[config.mk]
export PLATFORM = sky130hd
export DESIGN_NAME = alu_result_acc
export DESIGN_NICKNAME = d
export VERILOG_FILES = /design/src/rtl/alu_result_acc.sv
export SDC_FILE = /design/constraint.sdc
export NUM_CORES = 1
export LEC_CHECK = 0
export ABC_AREA = 1
export ABC_CLOCK_PERIOD_IN_PS = 2200
export CAP_MARGIN = 20
export CORE_ASPECT_RATIO = 1.25
export CORE_MARGIN = 2
export CORE_UTILIZATION = 55
export CTS_BUF_LIST = sky130_fd_sc_hd__clkbuf_16
export CTS_CLUSTER_SIZE = 10
export DETAILED_ROUTE_END_ITERATION = 7
export DONT_BUFFER_PORTS = 1
export PLACE_DENSITY = 0.7
export SLEW_MARGIN = 20
export SYNTH_ARGS = -nofsm -noshare
export SYNTH_HDL_FRONTEND = slang
export SYNTH_SLANG_ARGS = --single-unit
[constraint.sdc]
create_clock -name clk -period 2.2 [get_ports clk]
set_input_delay 0 -clock clk [delete_from_list [all_inputs] [get_ports clk]]
set_output_delay 0 -clock clk [all_outputs]
set_load 0.03 [all_outputs]
[src/rtl/alu_result_acc.sv]
// alu_result_acc: windowed, saturating accumulator of signed 5-bit ALU results with a valid/ready output handshake
//   clk       : rising-edge clock
//   reset     : asynchronous active-low reset
//   in_valid  : c_in carries a result this cycle
//   in_ready  : high while accumulating (state ACCUM)
//   c_in      : signed ALU result, -16..15
//   flush     : close the current window early (ignored if the window is empty)
//   out_valid : high while a closed window is presented (state HOLD)
//   out_ready : downstream takes the presented window
//   sum_out   : signed saturated sum of the window
//   cnt_out   : number of results in the window
//   sat_out   : the window clamped at least once
module alu_result_acc #(
    parameter int WIN   = 16,
    parameter int ACC_W = 8
) (
    input  logic             clk,
    input  logic             reset,
    input  logic             in_valid,
    output logic             in_ready,
    input  logic [4:0]       c_in,
    input  logic             flush,
    output logic             out_valid,
    input  logic             out_ready,
    output logic [ACC_W-1:0] sum_out,
    output logic [4:0]       cnt_out,
    output logic             sat_out
);
    typedef enum logic {ACCUM, HOLD} state_t;
    localparam logic [ACC_W-1:0] acc_max = {1'b0, {(ACC_W-1){1'b1}}};
    localparam logic [ACC_W-1:0] acc_min = {1'b1, {(ACC_W-1){1'b0}}};
    state_t           state;
    logic [ACC_W-1:0] acc;
    logic [4:0]       cnt;
    logic             sat;
    logic             accept;
    logic             ovf;
    logic             close;
    logic [ACC_W:0]   sum_raw;
    logic [ACC_W-1:0] sum_sat;
    logic [4:0]       cnt_inc;
    assign in_ready  = state == ACCUM;
    assign out_valid = state == HOLD;
    assign accept    = in_valid && in_ready;
    // One guard bit: the top two bits disagree exactly when the add left the ACC_W range
    assign sum_raw   = {acc[ACC_W-1], acc} + {{(ACC_W-4){c_in[4]}}, c_in};
    assign ovf       = sum_raw[ACC_W] ^ sum_raw[ACC_W-1];
    assign sum_sat   = ovf ? (sum_raw[ACC_W] ? acc_min : acc_max) : sum_raw[ACC_W-1:0];
    assign cnt_inc   = cnt + 5'd1;
    // A flush arriving with the first sample still closes a non-empty window
    assign close     = (accept && cnt_inc == 5'(WIN)) || (flush && in_ready && (cnt != '0 || accept));
    always_ff @(posedge clk or negedge reset) begin
        if (!reset) begin
            state <= ACCUM;
            acc   <= '0;
            cnt   <= '0;
            sat   <= 1'b0;
        end else if (state == ACCUM) begin
            if (accept) begin
                acc <= sum_sat;
                cnt <= cnt_inc;
                sat <= sat | ovf;
            end
            if (close)
                state <= HOLD;
        end else if (out_ready) begin
            state <= ACCUM;
            acc   <= '0;
            cnt   <= '0;
            sat   <= 1'b0;
        end
    end
    assign sum_out = acc;
    assign cnt_out = cnt;
    assign sat_out = sat;
endmodule

==> impl_metrics.csv <==
group,metric,value,unit
status,outcome,"completed",
floorplan,coreArea,0.00200,mm^2
placed_design,placement.io_buffers,0,
hold_path,hold_path_end,"cnt_out[2]",
layout,multiInputGateArea,709,um^2
clock_tree,cts.htree.levels,1,
global_routing,globalRouteOverflowTotal,0,
layout,final_nets,202,
critical_path,worst_r2r_path_depth,6,
timing,setup_viol,0,
drt,routed_wirelength,2650,um
drt,drc,0,
pwr,irDropWorstVdd,0.000867,V
global_routing,antenna_found_initial,0,
clock_tree,tritoncts,"yes",
critical_path,critical_path_required,2380,ps
hold_path,hold_path_class,"in2reg",
global_routing,track_usage,23.9,%
global_routing,grt_first_pass_wirelength,4520,um
logic_synthesis,syn_area_per_cell,7.14,um^2
timing,max_freq,483,MHz
logic_synthesis,netlist_instances,164,
timing,fin_crit_sh,94.1,%
layout,fillers,182,
timing,holdWs,34.4,ps
layout,area_growth,17.3,%
placed_design,placed_area,0.00126,mm^2
layout,final_cell_mix,"nand2_1, inv_1, nand3_1",
drt,postRouteAntennaNets,0,
drt,first_iter_violations,24,
pwr,leakage,0.784,nW
layout,antenna_cells,0,
logic_synthesis,syn_area,0.00117,mm^2
placed_design,hpwl,1990,um
logic_synthesis,ys_warn_count,0,
timing,hold_violations,0,
timing,setup_tns,0,ps
timing,min_period,2070,ps
timing,slew_viol_final,0,
timing,slew_headroom,52.6,%
floorplan,ioPinCount,26,
critical_path,reg2reg_from,"out_valid",
global_routing,grt_pass1_vias,1100,
placed_design,place_congestion,0.855,
critical_path,cp-start-kind,"flip-flop",
critical_path,slowest_delay,570,ps
drt,first_pass_iters,4,
hold_path,min_from,"out_ready",
placed_design,dp.cells,192,
clock_tree,cts_root_buf,"clkbuf_16",
logic_synthesis,synth_fp_nets,186,
floorplan,die_y,55.6,um
layout,post-route-cell-area,0.00137,mm^2
drt,drt-vias-per-instance,5.50,
clock_tree,cts_max_path_buffers,2,
timing,fin_worst_skew,0.964,ps
critical_path,ff2ff_setup_slack,130,ps
floorplan,initial_utilization,58.4,%
timing,worst_slew_pin_slew,708,ps
layout,final_cells,199,
critical_path,crit_type,"reg2reg",
layout,drive_above_1_share,14.0,%
logic_synthesis,yosysSeqAreaShare,32.1,%
floorplan,rows,18,
drt,via_count,1094,
logic_synthesis,synth.distinct_cells,22,
logic_synthesis,ys_ff_latch,15,
global_routing,grt_max_degree,16,
critical_path,arrival,2250,ps
pwr,powerDensity,1550,mW/mm^2
critical_path,crit_slowest_cell,"dlygate4sd3_1",
floorplan,die-area,0.00252,mm^2
hold_path,worstHoldPathCells,4,
clock_tree,cts_made_buffers,3,
floorplan,die_w,45.3,um
layout,final_common_cell,"nand2_1",
timing,rsz0062_at_grt,"no",
clock_tree,cts.sinks,15,
critical_path,reg2reg_to,"out_valid",
clock_tree,clk_pin_slew,50,ps
clock_tree,clk_latency,250,ps
critical_path,worstPathCellList,"inv_2 -> nand2_1 -> nor2_1 -> nand4_1 -> a31oi_1 -> dlygate4sd3_1",
critical_path,setup.worst_path.end_class,"flip-flop",
critical_path,worstPathMaxFanout,7,
layout,ff_latch_area,377,um^2
drt,wl_per_cell,13.3,um
run,cap_violations,0,
[what timing repair did]
item | CTS | global route
setup endpoints to repair | 0 | 2
hold buffers | 3 | 0
resized for setup | 0 | 2
endpoints found under the hold margin | 16 | 0
buffers inserted | 0 | 0
[metal layers]
layer / global-route usage [%] / routed length, um
met1: 27.9 / 1050
met2: 40.2 / 1420
met3: 4.22 / 120
met4: 11.8 / 59
met5: 0 / 0
[where the power goes]
part           internal [mW]  total, mW  switching, mW
clock                  0.241      0.352          0.111
sequential             0.376      0.556          0.179
combinational          0.440       1.22          0.781
total                   1.06       2.13           1.07
[synthesized netlist by cell type (all sizes together)]
library cell  instances  share of area, %
nor2                  6               2.1
xor2                  4               3.0
buf                   1              0.43
fa                    1               1.7
nand3                17               7.7
nand4                 3               1.6
inv                  23               7.4
or2                   2               1.1
xnor2                 2               1.5
nand3b                1              0.64
dfrtp                15                32
a21oi                 3               2.9
nand2                66                22
o21ai                 8               3.4
ha                   11                12
a31oi                 1              0.53
[sequential cells by signal, summed over array words and instances, names as in the netlist]
register / flops
sum_out: 8
cnt_out: 5
out_valid: 1
sat_out: 1
[worst max-delay path: cells and delay by family (launching register included)]
family	cells	cell delay, ps
buffers and inverters	2	800
AO/OA/AOI/OAI	1	140
AND/OR/NAND/NOR	3	560
flip-flops	1	510
[cell type report]
type	instances	area share, %
Timing Repair Buffer	12	7.10
Tap cell	20	1.82
Inverter	23	6.28
Sequential cell	15	27.4
Clock buffer	3	5.46
Clock inverter	1	0.273
Multi-Input combinational cell	125	51.6
[cell families after synthesis]
| family | synth area share [%] |
|---|---|
| fa+ha+maj | 13.5 |
| simple gates | 35.4 |
| compound gates | 6.84 |
| xor+xnor | 4.49 |
| buf+inv | 7.80 |
| flops | 32.1 |
[stage by stage]
step	worst slack (ps)	power, mW	util [%]
after global placement	290	1.69	62.8
after floorplan	248	1.45	-
after global routing	4.73	2.31	68.5
final	129	2.13	68.5
after detailed placement	225	1.73	62.8
after CTS	132	2.11	68.2
[worst max path at each step]
stage,startpoint,end,cells past startpoint
detailed placement,sum_out[0],sum_out[2],11
global route,sum_out[0],sum_out[2],12
floorplan,sum_out[0],sum_out[2],12
finish,out_valid,out_valid,6
global placement,sum_out[0],sum_out[6],12
CTS,cnt_out[0],out_valid,6
Power figures use the tool's default switching activity.
